$ cat config.mk
export PLATFORM = sky130hd
export DESIGN_NAME = fft_peak_detect
export DESIGN_NICKNAME = d
export VERILOG_FILES = /design/src/rtl/fft_peak_detect.sv
export SDC_FILE = /design/constraint.sdc
export NUM_CORES = 1
export LEC_CHECK = 0
export CAP_MARGIN = 20
export CORE_MARGIN = 2
export CORE_UTILIZATION = 65
export CTS_CLUSTER_SIZE = 24
export DETAILED_ROUTE_END_ITERATION = 6
export PLACE_DENSITY = 0.87
export SLEW_MARGIN = 10
export SYNTH_ARGS = -nofsm -noshare
export SYNTH_HDL_FRONTEND = slang
export SYNTH_SLANG_ARGS = --single-unit
$ cat constraint.sdc
create_clock -name clk -period 14.1 [get_ports clk]
set_input_delay 1.41 -clock clk [delete_from_list [all_inputs] [get_ports clk]]
set_output_delay 1.41 -clock clk [all_outputs]
set_load 0.005 [all_outputs]
$ cat src/rtl/fft_peak_detect.sv
// Streaming FFT power detector: squares each result bin through a two-stage
// pipeline and reports the strongest bin of the searched half-spectrum per frame.
module fft_peak_detect #(
  parameter int unsigned N_POINTS    = 128,
  parameter int unsigned SEARCH_BINS = 64,
  parameter int unsigned SKIP_DC     = 1,
  localparam int unsigned BIN_W      = $clog2(N_POINTS)
) (
  input  logic             clk,
  input  logic             rst,
  input  logic             frame_start,
  input  logic             res_valid,
  input  logic [7:0]       res_rel,
  input  logic [7:0]       res_img,
  output logic             mag_valid,
  output logic [15:0]      mag_out,
  output logic [BIN_W-1:0] mag_bin,
  output logic             peak_valid,
  output logic [BIN_W-1:0] peak_bin,
  output logic [15:0]      peak_mag,
  output logic             busy
);

  localparam int unsigned SQ_W  = 15;
  localparam int unsigned MAG_W = 16;
  localparam logic [BIN_W-1:0] LAST_BIN   = BIN_W'(N_POINTS - 1);
  localparam logic [BIN_W:0]   SEARCH_LIM = (BIN_W + 1)'(SEARCH_BINS);

  typedef enum logic [1:0] {IDLE, ACCUM, REPORT} state_t;

  state_t state_q, state_d;

  logic [BIN_W-1:0] bin_cnt_q, bin_cnt_d;
  logic             bins_done_q, bins_done_d;
  logic [MAG_W-1:0] run_max_q, run_max_d;
  logic [BIN_W-1:0] run_idx_q, run_idx_d;
  logic             have_cand_q, have_cand_d;

  logic             s1_valid_q, s1_valid_d;
  logic [BIN_W-1:0] s1_bin_q, s1_bin_d;
  logic [SQ_W-1:0]  sq_re_q, sq_re_d;
  logic [SQ_W-1:0]  sq_im_q, sq_im_d;
  logic             mag_live_q, mag_live_d;

  logic             mag_valid_d;
  logic [MAG_W-1:0] mag_out_d;
  logic [BIN_W-1:0] mag_bin_d;
  logic             peak_valid_d;
  logic [BIN_W-1:0] peak_bin_d;
  logic [MAG_W-1:0] peak_mag_d;
  logic             busy_d;

  logic signed [7:0]  re_s_c, im_s_c;
  logic signed [15:0] re_sq_c, im_sq_c;
  logic [MAG_W-1:0]   sum_c;
  logic               take_c;
  logic [BIN_W-1:0]   in_bin_c;
  logic               compare_c, cand_c, better_c, last_c;
  logic [MAG_W-1:0]   max_nxt_c;
  logic [BIN_W-1:0]   idx_nxt_c;

  // Input acceptance: a new frame_start always claims the current beat as bin 0
  assign take_c   = res_valid & (frame_start | ((state_q == ACCUM) & ~bins_done_q));
  assign in_bin_c = frame_start ? '0 : bin_cnt_q;

  assign re_s_c  = signed'(res_rel);
  assign im_s_c  = signed'(res_img);
  assign re_sq_c = 16'(re_s_c) * 16'(re_s_c);
  assign im_sq_c = 16'(im_s_c) * 16'(im_s_c);
  assign sum_c   = MAG_W'(sq_re_q) + MAG_W'(sq_im_q);

  // Only stage-2 results of the live frame are compared; a restart cycle compares nothing
  assign compare_c = (state_q == ACCUM) & ~frame_start & mag_valid & mag_live_q;
  assign cand_c    = compare_c & ({1'b0, mag_bin} < SEARCH_LIM)
                   & ~((SKIP_DC != 0) & (mag_bin == '0));
  // First candidate seeds the search so an all-zero frame reports the first candidate bin
  assign better_c  = cand_c & (~have_cand_q | (mag_out > run_max_q));
  assign max_nxt_c = better_c ? mag_out : run_max_q;
  assign idx_nxt_c = better_c ? mag_bin : run_idx_q;
  assign last_c    = compare_c & (mag_bin == LAST_BIN);

  always_comb begin
    state_d      = state_q;
    bin_cnt_d    = bin_cnt_q;
    bins_done_d  = bins_done_q;
    run_max_d    = run_max_q;
    run_idx_d    = run_idx_q;
    have_cand_d  = have_cand_q;
    s1_valid_d   = take_c;
    s1_bin_d     = s1_bin_q;
    sq_re_d      = sq_re_q;
    sq_im_d      = sq_im_q;
    mag_valid_d  = s1_valid_q;
    mag_live_d   = s1_valid_q & ~frame_start;
    mag_out_d    = mag_out;
    mag_bin_d    = mag_bin;
    peak_valid_d = 1'b0;
    peak_bin_d   = peak_bin;
    peak_mag_d   = peak_mag;

    if (take_c) begin
      s1_bin_d = in_bin_c;
      sq_re_d  = SQ_W'(re_sq_c);
      sq_im_d  = SQ_W'(im_sq_c);
    end
    if (s1_valid_q) begin
      mag_out_d = sum_c;
      mag_bin_d = s1_bin_q;
    end

    case (state_q)
      ACCUM: begin
        if (take_c) begin
          bin_cnt_d = bin_cnt_q + BIN_W'(1);
          if (bin_cnt_q == LAST_BIN) bins_done_d = 1'b1;
        end
        if (cand_c) have_cand_d = 1'b1;
        run_max_d = max_nxt_c;
        run_idx_d = idx_nxt_c;
        if (last_c) begin
          state_d      = REPORT;
          peak_valid_d = 1'b1;
          peak_bin_d   = idx_nxt_c;
          peak_mag_d   = max_nxt_c;
        end
      end
      REPORT:  state_d = IDLE;
      default: state_d = state_q;
    endcase

    // Frame start wins over everything else and restarts the search from scratch
    if (frame_start) begin
      state_d      = ACCUM;
      bin_cnt_d    = take_c ? BIN_W'(1) : '0;
      bins_done_d  = 1'b0;
      run_max_d    = '0;
      run_idx_d    = '0;
      have_cand_d  = 1'b0;
      peak_valid_d = 1'b0;
      peak_bin_d   = peak_bin;
      peak_mag_d   = peak_mag;
    end

    busy_d = (state_d != IDLE);
  end

  always_ff @(posedge clk) begin
    if (rst) state_q <= IDLE;
    else     state_q <= state_d;
  end

  always_ff @(posedge clk) begin
    if (rst) begin
      bin_cnt_q   <= '0;
      bins_done_q <= 1'b0;
      run_max_q   <= '0;
      run_idx_q   <= '0;
      have_cand_q <= 1'b0;
      s1_valid_q  <= 1'b0;
      s1_bin_q    <= '0;
      sq_re_q     <= '0;
      sq_im_q     <= '0;
      mag_live_q  <= 1'b0;
      mag_valid   <= 1'b0;
      mag_out     <= '0;
      mag_bin     <= '0;
      peak_valid  <= 1'b0;
      peak_bin    <= '0;
      peak_mag    <= '0;
      busy        <= 1'b0;
    end else begin
      bin_cnt_q   <= bin_cnt_d;
      bins_done_q <= bins_done_d;
      run_max_q   <= run_max_d;
      run_idx_q   <= run_idx_d;
      have_cand_q <= have_cand_d;
      s1_valid_q  <= s1_valid_d;
      s1_bin_q    <= s1_bin_d;
      sq_re_q     <= sq_re_d;
      sq_im_q     <= sq_im_d;
      mag_live_q  <= mag_live_d;
      mag_valid   <= mag_valid_d;
      mag_out     <= mag_out_d;
      mag_bin     <= mag_bin_d;
      peak_valid  <= peak_valid_d;
      peak_bin    <= peak_bin_d;
      peak_mag    <= peak_mag_d;
      busy        <= busy_d;
    end
  end

endmodule

# == Word level (Yosys, flattened, before mapping) ==
# Cells that the tools add are included.
# word_totals
register_bits,122
latch_bits,0
mem_bits_rw,0
mem_bits_ro,0
inputBits,20
out_inout_bits,49
word_cells,66
mem_count,0
# classes
addsub,2
n_mul,2
div_mod_pow,0
order_cmp,2
eq_ne,4
shifts,0
mux,11
n_bitwise,17
reduce_logical,10
# op_table
cell,count
2-to-1 mux 7 bit,5
multiplier 8 x 8 -> 15 bit,2
adder 15 x 15 -> 16 bit,1
greater-than comparator 16 bit,1
2-to-1 mux 16 bit,1
"equality test 7 bit, second input constant",2
AND 1 bit,10
"adder 7 x 1 -> 7 bit, second input constant",1
logical NOT 7 bit,1
"less-than comparator 7 bit, second input constant",1
AND reduction 3 bit,2
nonzero test 2 bit,3
inverter 1 bit,5
2-to-1 mux 2 bit,2
one-hot mux 2 bit (2 select lines),1
AND reduction 2 bit,2
OR reduction 3 bit,1
"equality test 2 x 1 -> 1 bit, second input constant",1
"equality test 2 bit, second input constant",1
2-to-1 mux 1 bit,2
bitwise OR 1 bit,2
OR reduction 2 bit,1

# == Depth between registers and ports, before layout ==
# logic_depth
word_depth,9
depth_mapped,18
ltp_nobuf,17

# == Worst setup path after synthesis ==
# OpenSTA, ideal clock, no wires.
# synth_timing
kind,input to register
from,input res_rel[6]
to,register sq_re_q[12]
t_arrival_ps,5309
setup_slack_ps,8673
stages,16
path_buffers,1
cell_sequence,clkbuf_1 -> nand2_1 -> inv_1 -> fa_1 -> fa_1 -> fa_1 -> inv_1 -> fa_1 -> inv_1 -> ha_1 -> o21a_1 -> o31a_1 -> o211ai_1 -> a21boi_0 -> or3_1 -> a32o_1
# synth_between
elab_chain_cells,1
# synth_rtl
item,line_no,text
"start, declared",13,"input logic [7:0] res_rel,"
multiplier 8 x 8 -> 15 bit,68,assign re_sq_c = 16'(re_s_c) * 16'(re_s_c);
"end signal, assigned",179,sq_re_q <= sq_re_d;
"end, declared",41,"logic [SQ_W-1:0] sq_re_q, sq_re_d;"
# Every way passes these cells.
# A chain may end at the register's enable or synchronous reset.

# == Worst setup path after layout ==
# layout_timing
from,input res_img[2]
to,register sq_im_q[12]
# layout_between
elab_chain_cells,1
# layout_rtl
item,line_no,text
"start, declared",14,"input logic [7:0] res_img,"
multiplier 8 x 8 -> 15 bit,69,assign im_sq_c = 16'(im_s_c) * 16'(im_s_c);
"end signal, assigned",180,sq_im_q <= sq_im_d;
"end, declared",42,"logic [SQ_W-1:0] sq_im_q, sq_im_d;"
# Every way passes these cells.

==> run_results.csv <==
group,metric,value,unit
logic_synthesis,yosysMostFrequentCell,"inv_1",
setup_path,worstSetupStartpointType,"input port",
min_path,hp-class,"flip-flop to flip-flop",
die,row_count,43,
place,dpl_cell_area,9882,µm²
timing,relSlewSlack,29.14,%
logic_synthesis,postSynthAreaPerCell,8.749,µm²
clock_network,cts_tree,"yes",
clock_network,path_clk_slew,60,ps
run,drv_cap,0,
clock_network,ctsRootBufferMaster,"clkbuf_16",
place,hpwl,13860,µm
layout,fin_nets,1272,
detailed_routing,ant_nets,0,
logic_synthesis,yosysWarnings,0,
layout,final_cell_area,10540,µm²
logic_synthesis,ys_types,58,
logic_synthesis,post-synth-top-area-fraction,26.35,%
logic_synthesis,yosys.area.top_type,"dfxtp_1",
global_routing,grt_pass1_wl,34270,µm
die,die_x,122.4,µm
logic_synthesis,syn_nets,1223,
layout,areaGrowthSynthToFinish,15.62,%
timing,worst_pin_slew,1063,ps
pwr,power_density,148.8,nW/µm²
detailed_routing,post_drt_wl_per_cell,15.46,µm
timing,max_freq,172.9,MHz
setup_path,worstPathRequired,14410,ps
setup_path,crit_cells,16,
die,dieArea,14990,µm²
logic_synthesis,yosys_register_bits,120,
setup_path,crit_buf_inv,4,
logic_synthesis,synth_area,9116,µm²
setup_path,critical_path.top_delay_family,"adder cells",
die,io_pins,69,
setup_path,critPathMostFrequentCell,"fa_1",
pwr,ir_worst_vdd,0.0001001,V
global_routing,first_global_vias,7517,
clock_network,clock_sinks,120,
clock_network,h-tree-depth,4,
timing,finalHoldViolations,0,
setup_path,cp-end-kind,"flip-flop",
clock_network,cts_resized,0,
logic_synthesis,netlist_instances,1042,
global_routing,grt_remaining_overflow,0,
timing,report.final.slew_viol_count,0,
clock_network,cts_setup_buffers,0,
pwr,p_leak,0.004548,µW
setup_path,crit_path_cell_trace,"clkdlybuf4s50_1 > nand2_1 > inv_1 > fa_1 > fa_1 > fa_1 > inv_1 > fa_1 > inv_1 > ha_1 > o21a_1 > o31a_1 > o211ai_1 > a21boi_0 > or3_1 > a32o_1",
global_routing,grt_usage,28.48,%
die,die_h,122.4,µm
die,core,13770,µm²
timing,period_minus_slack,5782,ps
setup_path,cpPeakStageDelay,720,ps
place,port_buffers,68,
global_routing,grt_max_degree,94,
clock_network,clockBufferDepth,2,
setup_path,slowest_stage,"clkdlybuf4s50_1",
layout,layout-drive-gt1-share,4.891,%
min_path,holdPathStages,2,
detailed_routing,wirelength,19850,µm
logic_synthesis,synth-seq-area-share,26.35,%
global_routing,antenna_found_initial,0,
setup_path,criticalPathCategory,"input port to flip-flop",
detailed_routing,via_per_inst,5.729,
detailed_routing,drt_iter0_drc,568,
logic_synthesis,synth-main-ff-cell,"dfxtp_1",
timing,fin_skew,7.254,ps
clock_network,cts_buffers,17,
detailed_routing,drc,0,
clock_network,cts_hold_buf,0,
setup_path,crit_arrival,6090,ps
detailed_routing,num_vias,7356,
setup_path,rr_worst_depth,7,
logic_synthesis,synth_commonest_cells,"inv_1, dfxtp_1, nor2_1, nand2_1, fa_1",
run_status,status,"finished, final reports clean",
logic_synthesis,ys_top_cells_by_area,"dfxtp_1, fa_1, ha_1",
logic_synthesis,synthArstFlopShare,0,%
clock_network,clk_latency,420,ps
detailed_routing,dr.pass1.iters,5,
setup_path,path_max_fanout,12,
timing,post-route-period-util,41.01,%
timing,final-setup-viol-count,0,
timing,holdWs,449.9,ps
logic_synthesis,synth-edff-count,0,
die,start_util,66.19,%
timing,rsz0062_at_grt,"no",
timing,fin_setup_tns,0,ps
place,routabilityCongestion,0.8633,
layout,antenna_cells,0,
[layout make-up]
| class | count | area [µm²] |
|---|---|---|
| Multi-Input combinational cell | 708 | 5899 |
| Sequential cell | 120 | 2402 |
| Timing Repair Buffer | 73 | 713.2 |
| Tap cell | 180 | 225.2 |
| Clock buffer | 18 | 439.2 |
| Inverter | 171 | 641.9 |
| Fill cell | 916 | 3233 |
| Clock inverter | 14 | 219.0 |
[layer usage]
metal  up-vias  routed length [µm]  global-route usage, %
met5         -                   0                      0
met4         0                 614                  11.49
met3        60                 930                  4.926
met2       245               10280                  50.94
met1      3560                8016                  33.85
li1       3491                   -                      -
[sequential cells by signal (all words and copies together), names as in the netlist]
name / cells
bin_cnt_q: 7
bins_done_q: 1
busy: 1
have_cand_q: 1
mag_bin: 7
mag_live_q: 1
mag_out: 16
mag_valid: 1
mag_valid_d: 1
peak_bin: 7
peak_mag: 16
peak_valid: 1
run_idx_q: 7
run_max_q: 16
s1_bin_q: 7
sq_im_q: 14
sq_re_q: 14
state_q: 2
[final timing paths]
| kind | from | end | slack [ps] |
|---|---|---|---|
| setup / recovery | res_img[2] | sq_im_q[12] | 8320 |
| hold / removal | peak_bin[6] | peak_bin[6] | 450 |
| setup reg to reg | state_q[0] | run_max_q[1] | 11220 |
| hold reg to reg | peak_bin[6] | peak_bin[6] | 450 |
[placed cells by master (no fill, tap or decap), types with 7 or more instances in the layout]
cell,n
nand2b_1,9
clkdlybuf4s50_1,67
a21o_1,9
a21oi_1,52
a211oi_1,25
dfxtp_1,120
ha_1,77
mux2i_1,36
and2_1,31
fa_1,84
nand3b_1,11
nor3b_1,8
nor2b_1,13
clkbuf_16,17
nand2_1,85
o21ai_0,20
xor2_1,9
xnor2_1,23
o21a_1,7
inv_1,171
nand3_1,9
nor3_1,18
nor2_1,107
or3_1,7
[worst min-delay path: stages (launching register included)]
cell     delay, ps
dfxtp_1        310
nand2_1         50
a21oi_1         50
[metrics by stage]
stage | std cells | util [%] | worst slack, ps | total power, µW
2_1_floorplan | 1042 | - | 8673 | 937.2
3_3_place_gp | 1252 | 71.75 | 8047 | 1053
3_5_place_dp | 1252 | 71.75 | 7882 | 1083
4_1_cts | 1284 | 76.53 | 8304 | 1569
5_1_grt | 1284 | 76.53 | 8000 | 1690
6_report | 1284 | 76.53 | 8318 | 1569
[cell families after synthesis]
family,synth area share (%)
AOI/OAI and AO/OA,11.21
xor gates and xnor gates,3.074
adders and majority gates,29.01
buffers and inverters,9.031
DFF,26.35
muxes,4.076
and+or+nand+nor,17.24
[power breakdown]
group          total (µW)  switching, µW  internal (µW)
sequential            387           20.7            366
combinational         700            393            307
clock                 482            162            320
total                1570            576            993
Power figures use the tool's default switching activity.
